$ cat src/rtl/bpu_pred_pkg.sv
// Shared opcode constants, instruction classes and counter helper for the branch predictor.
package bpu_pred_pkg;

  localparam int unsigned MYRISCV_XLEN = 32;

  localparam logic [6:0] MYRISCV_OPC_JAL    = 7'b1101111;
  localparam logic [6:0] MYRISCV_OPC_JALR   = 7'b1100111;
  localparam logic [6:0] MYRISCV_OPC_BRANCH = 7'b1100011;

  typedef enum logic [1:0] {
    INS_NONE,
    INS_JAL,
    INS_JALR,
    INS_BXX
  } ins_class_e;

  function automatic ins_class_e decode_class(input logic [6:0] opc);
    case (opc)
      MYRISCV_OPC_JAL:    return INS_JAL;
      MYRISCV_OPC_JALR:   return INS_JALR;
      MYRISCV_OPC_BRANCH: return INS_BXX;
      default:            return INS_NONE;
    endcase
  endfunction

  function automatic logic [1:0] sat_cnt(input logic [1:0] cnt, input logic up);
    if (up) return (cnt == 2'b11) ? cnt : cnt + 2'd1;
    else    return (cnt == 2'b00) ? cnt : cnt - 2'd1;
  endfunction

endpackage

$ cat src/rtl/bpu_bht.sv
// Bimodal table of 2-bit saturating counters: combinational read, registered update.
module bpu_bht
  import bpu_pred_pkg::*;
#(
  parameter int unsigned DEPTH    = 64,
  parameter int unsigned IDX_W    = 6,
  parameter logic [1:0]  CNT_INIT = 2'b01
) (
  input  logic             clk,
  input  logic             rst,
  input  logic [IDX_W-1:0] rd_idx_i,
  output logic [1:0]       rd_cnt_o,
  input  logic             upd_valid_i,
  input  logic [IDX_W-1:0] upd_idx_i,
  input  logic             upd_taken_i
);

  logic [DEPTH-1:0][1:0] cnt_q;

  // Read returns the pre-update value on a same-index collision.
  assign rd_cnt_o = cnt_q[rd_idx_i];

  always_ff @(posedge clk or posedge rst) begin
    if (rst) begin
      cnt_q <= {DEPTH{CNT_INIT}};
    end else if (upd_valid_i) begin
      cnt_q[upd_idx_i] <= sat_cnt(cnt_q[upd_idx_i], upd_taken_i);
    end
  end

endmodule

$ cat src/rtl/bpu_pred.sv
// Fetch-to-decode branch prediction stage: pre-decode, target add, direction, output register.
module bpu_pred
  import bpu_pred_pkg::*;
#(
  parameter int unsigned ADDR_W    = 32,
  parameter int unsigned BHT_DEPTH = 64,
  parameter int unsigned MODE      = 1,
  parameter logic [1:0]  CNT_INIT  = 2'b01
) (
  input  logic                         clk,
  input  logic                         rst,
  input  logic                         if_valid,
  output logic                         if_ready,
  input  logic [31:0]                  if_ins,
  input  logic [ADDR_W-1:0]            if_pc,
  input  logic                         flush,
  output logic                         bp_valid,
  input  logic                         bp_ready,
  output logic [ADDR_W-1:0]            bp_pc,
  output logic [31:0]                  bp_ins,
  output logic                         bp_taken,
  output logic [ADDR_W-1:0]            bp_target,
  output logic                         bp_jal,
  output logic                         bp_jalr,
  output logic                         bp_bxx,
  output logic [$clog2(BHT_DEPTH)-1:0] bp_idx,
  input  logic                         upd_valid,
  input  logic [$clog2(BHT_DEPTH)-1:0] upd_idx,
  input  logic                         upd_taken
);

  localparam int unsigned IDX_W = $clog2(BHT_DEPTH);

  ins_class_e        cls;
  logic [31:0]       imm_j, imm_b, imm;
  logic [ADDR_W-1:0] pc_imm, pc_p4, target;
  logic              taken;
  logic [IDX_W-1:0]  rd_idx;
  logic [1:0]        cnt_rd;
  logic              accept;

  logic              valid_q, valid_d;
  logic [ADDR_W-1:0] pc_q, pc_d, target_q, target_d;
  logic [31:0]       ins_q, ins_d;
  logic              taken_q, taken_d, jal_q, jal_d, jalr_q, jalr_d, bxx_q, bxx_d;
  logic [IDX_W-1:0]  idx_q, idx_d;

  assign cls    = decode_class(if_ins[6:0]);
  assign imm_j  = {{12{if_ins[31]}}, if_ins[19:12], if_ins[20], if_ins[30:21], 1'b0};
  assign imm_b  = {{20{if_ins[31]}}, if_ins[7], if_ins[30:25], if_ins[11:8], 1'b0};
  assign imm    = (cls == INS_JAL) ? imm_j : imm_b;
  assign pc_imm = if_pc + imm[ADDR_W-1:0];
  assign pc_p4  = if_pc + ADDR_W'(4);
  assign rd_idx = if_pc[IDX_W+1:2];

  generate
    if (MODE == 1) begin : g_bht
      bpu_bht #(
        .DEPTH   (BHT_DEPTH),
        .IDX_W   (IDX_W),
        .CNT_INIT(CNT_INIT)
      ) u_bht (
        .clk        (clk),
        .rst        (rst),
        .rd_idx_i   (rd_idx),
        .rd_cnt_o   (cnt_rd),
        .upd_valid_i(upd_valid),
        .upd_idx_i  (upd_idx),
        .upd_taken_i(upd_taken)
      );
    end else begin : g_static
      logic unused_upd;
      assign unused_upd = ^{upd_valid, upd_idx, upd_taken};
      assign cnt_rd     = CNT_INIT;
    end
  endgenerate

  always_comb begin
    taken = 1'b0;
    case (cls)
      INS_JAL: taken = 1'b1;
      INS_BXX: taken = (MODE == 0) ? imm[31] : cnt_rd[1];
      default: taken = 1'b0;
    endcase
    target = taken ? pc_imm : pc_p4;
  end

  assign if_ready = !valid_q || bp_ready;
  assign accept   = if_valid && if_ready && !flush;

  always_comb begin
    valid_d  = valid_q;
    pc_d     = pc_q;
    ins_d    = ins_q;
    taken_d  = taken_q;
    target_d = target_q;
    jal_d    = jal_q;
    jalr_d   = jalr_q;
    bxx_d    = bxx_q;
    idx_d    = idx_q;
    if (flush) begin
      valid_d = 1'b0;
    end else if (accept) begin
      valid_d  = 1'b1;
      pc_d     = if_pc;
      ins_d    = if_ins;
      taken_d  = taken;
      target_d = target;
      jal_d    = (cls == INS_JAL);
      jalr_d   = (cls == INS_JALR);
      bxx_d    = (cls == INS_BXX);
      idx_d    = rd_idx;
    end else if (bp_ready) begin
      valid_d = 1'b0;
    end
  end

  always_ff @(posedge clk or posedge rst) begin
    if (rst) begin
      valid_q  <= 1'b0;
      pc_q     <= '0;
      ins_q    <= '0;
      taken_q  <= 1'b0;
      target_q <= '0;
      jal_q    <= 1'b0;
      jalr_q   <= 1'b0;
      bxx_q    <= 1'b0;
      idx_q    <= '0;
    end else begin
      valid_q  <= valid_d;
      pc_q     <= pc_d;
      ins_q    <= ins_d;
      taken_q  <= taken_d;
      target_q <= target_d;
      jal_q    <= jal_d;
      jalr_q   <= jalr_d;
      bxx_q    <= bxx_d;
      idx_q    <= idx_d;
    end
  end

  assign bp_valid  = valid_q;
  assign bp_pc     = pc_q;
  assign bp_ins    = ins_q;
  assign bp_taken  = taken_q;
  assign bp_target = target_q;
  assign bp_jal    = jal_q;
  assign bp_jalr   = jalr_q;
  assign bp_bxx    = bxx_q;
  assign bp_idx    = idx_q;

endmodule

$ cat config.mk
export PLATFORM = sky130hd
export DESIGN_NAME = bpu_pred
export DESIGN_NICKNAME = d
export VERILOG_FILES = /design/src/rtl/bpu_pred_pkg.sv /design/src/rtl/bpu_bht.sv /design/src/rtl/bpu_pred.sv
export SDC_FILE = /design/constraint.sdc
export NUM_CORES = 1
export LEC_CHECK = 0
export BUFFER_PORTS_ARGS = -buffer_cell sky130_fd_sc_hd__buf_2
export CAP_MARGIN = 20
export CORE_AREA = 2 2 212 214
export CTS_CLUSTER_SIZE = 28
export DETAILED_ROUTE_END_ITERATION = 6
export DIE_AREA = 0 0 214 216
export PLACE_DENSITY = 0.58
export SYNTH_ARGS = -nofsm -noshare
export SYNTH_HDL_FRONTEND = slang
export SYNTH_SLANG_ARGS = --single-unit
export TNS_END_PERCENT = 10
$ cat constraint.sdc
create_clock -name clk -period 7.2 [get_ports clk]
set_input_delay 1.44 -clock clk [delete_from_list [all_inputs] [get_ports clk]]
set_output_delay 1.44 -clock clk [all_outputs]
set_load 0.005 [all_outputs]
==> impl_metrics.ini <==
[timing]
timing.final.crit_share = 0.770
rsz0062_at_grt = no
fin_skew_ns = 0.0140
hold_viol = 0
slew_violations = 0
max_freq_mhz = 180
slew_headroom = 0.302
period_minus_slack_ns = 5.54
hold_ws_ns = 0.469
tightest_slew_ns = 1.04
setup-tns-final_ns = 0
setup_viol = 0

[logic_synthesis]
ys_ff_latch = 228
synth_warnings = 0
syn_avg_cell_area_um2 = 9.41
async_reset_ff_frac = 1.00
synthesis.area_mm2 = 0.0130
synth_edf_count = 0
ys_seq_area_frac = 0.443
syn_nets = 1497
ys.flop_type = dfrtp_1
syn_inst = 1386
netlist-cell-type-count = 69

[route]
viasPerCell = 5.06
drt-pass1-iter-count = 6
drcViolationCount = 0
first_iter_violations = 774
antenna_left = 0
drt_wl_total_mm = 40.0
vias = 10800
wl_per_cell_um = 18.7

[power]
combinationalPowerShare = 0.198
irDropWorstVdd_v = 0.000143
seqPwrFrac = 0.414
power.density_mw_per_mm2 = 255
switching_share = 0.289
leakage_nw = 7.07
p_total_mw = 3.94
p_int_mw = 2.80
netSwitchingPower_mw = 1.14
pwr-share-clk = 0.388

[worst_setup_path]
cpMostUsedCell = nor4bb_1
endpoint_kind = flop
criticalPathCategory = in2reg
cp_top_family = compound AO/OA/AOI/OAI gates
required_ns = 7.64
slowest_stage = and3_1
cp_cell_sequence = buf_2 > nand2_1 > nor4bb_1 > and3_1 > mux2_2 > ha_1 > o21ai_0 > o21ai_1 > nor4bb_1 > o211ai_1 > o41ai_1 > a2111oi_0 > a41oi_1 > a21oi_1 > a211o_1
cp.arrival_ns = 5.98
start_kind = input port
timing.rr.start = g_bht.u_bht.cnt_q[63]$_DFFE_PP0P_
crit_start = if_ins[6]
cp_max_fo = 16
worst-path-buf-inv = 1
slowest_delay_ns = 0.81

[floorplanning]
initial_core_util = 0.298
row_count = 77
io_pins = 185
die_area_mm2 = 0.0462
fp.dieW_um = 214
core_mm2 = 0.0438
chipHeight_um = 216

[layout]
mostFrequentLayoutCell = nand2_1
fin_util = 0.353
drive_above_1_share = 0.276
layout.nets = 1638
synthToLayoutAreaGrowth_pct = 18.4
n_fill_cell = 4471
final_cell_mix = nand2_1 (359), buf_2 (184), dfrtp_1 (164)

[clocking]
post_cts_resized = 0
holdBufCountCts = 0
path_clk_slew_ns = 0.06
cts_buffer_depth = 3
cts_setup_buffers = 0
tritoncts = yes
cts_buffers = 27
cts_max_level = 1
clock_latency_ns = 0.56
cts.sinks = 228
clock-root-buffer = clkbuf_16

[placed_design]
gp_congestion = 0.853
dp_hpwl_mm = 28.2
portBuffers = 184

[grt]
antenna_found_initial = 1
grt_max_degree = 164
track_usage = 0.170
grt_pass1_wl_mm = 62.2
grt_pass1_vias = 10700
grt.overflow.total = 0

[flow_run]
maxCapViolations = 0

[status]
status = completed

[hold_path]
hold_path_startpoint = bp_pc[21]$_DFFE_PP0P_
hold_path_class = reg2reg
-- worst reg2reg max path: cells and delay by family, from the launching register on --
kind,cells,cell delay (ns)
and+or+nand+nor,2,0.44
AOI/OAI and AO/OA,5,1.29
DFF,1,0.41
muxes,2,0.74
buffers and inverters,1,0.30
-- layer usage --
layer / up-vias / track usage / share of wire / wire length, um
met5: - / 0 / 0 / 0
met1: 5246 / 0.221 / 0.43 / 17200
met2: 374 / 0.287 / 0.48 / 19200
met4: 0 / 0.0562 / 0.027 / 1060
met3: 76 / 0.0283 / 0.064 / 2570
li1: 5138 / - / - / -
-- stage by stage --
step / setup slack (ns) / area [um2] / cells
final: 1.66 / 15500 / 2141
after global routing: 1.33 / 15500 / 2141
after CTS: 1.71 / 15400 / 2138
after detailed placement: 1.11 / 14400 / 2088
after global placement: 1.29 / 14400 / 2088
after floorplan: 2.06 / 13100 / 1386
-- power groups by stage --
stage	sequential (mW)	clock, mW	combinational [mW]
floorplan	1.63	0	0.514
global placement	1.64	0	0.768
detailed placement	1.65	0	0.782
CTS	1.63	1.57	0.784
global route	1.65	1.62	0.868
finish	1.63	1.53	0.782
-- final cells by class --
type,count,area (um2),area share
Antenna cell,1,2.50,0.000162
Clock buffer,36,790,0.0511
Clock inverter,14,211,0.0137
Sequential cell,228,5790,0.374
Tap cell,592,741,0.0479
Timing Repair Buffer,198,1050,0.0683
Inverter,8,33.8,0.00219
Multi-Input combinational cell,1064,6830,0.442
-- cells in the mapped netlist, types with 33 or more instances --
| cell | number | share of area |
|---|---|---|
| mux2_2 | 78 | 0.067 |
| nor2_1 | 95 | 0.027 |
| buf_2 | 34 | 0.013 |
| o21ai_1 | 34 | 0.013 |
| o21ai_0 | 61 | 0.023 |
| clkbuf_1 | 34 | 0.0098 |
| a21oi_1 | 72 | 0.028 |
| ha_1 | 33 | 0.032 |
| nand2_1 | 359 | 0.10 |
| dfrtp_1 | 164 | 0.31 |
| dfstp_2 | 64 | 0.13 |
| mux2i_1 | 34 | 0.026 |
-- cells by family after synthesis --
group,after synthesis,synth area share
xor+xnor,55,0.0369
compound gates,272,0.130
flops,228,0.443
fa+ha+maj,35,0.0340
buf+inv,94,0.0346
mux,138,0.137
simple gates,564,0.185
-- state kept, by name (all words and copies together) (netlist names) --
name	cells
bp_jalr	1
g_bht.u_bht.cnt_q	128
bp_target	31
bp_valid	1
bp_jal	1
bp_pc	32
bp_taken	1
bp_bxx	1
bp_ins	32
-- worst paths after layout --
path	to	slack [ns]	cells past startpoint
max reg2reg	bp_target[25]$_DFFE_PP0P_	3.92	10
max in group asynchronous	g_bht.u_bht.cnt_q[17]$_DFFE_PP0P_	5.35	3
min	bp_pc[21]$_DFFE_PP0P_	0.47	2
min in group asynchronous	g_bht.u_bht.cnt_q[127]$_DFFE_PP0P_	1.14	3
max	bp_target[25]$_DFFE_PP0P_	1.66	15
min reg2reg	bp_pc[21]$_DFFE_PP0P_	0.47	2
Note: power is estimated with default switching activity, not from simulation.
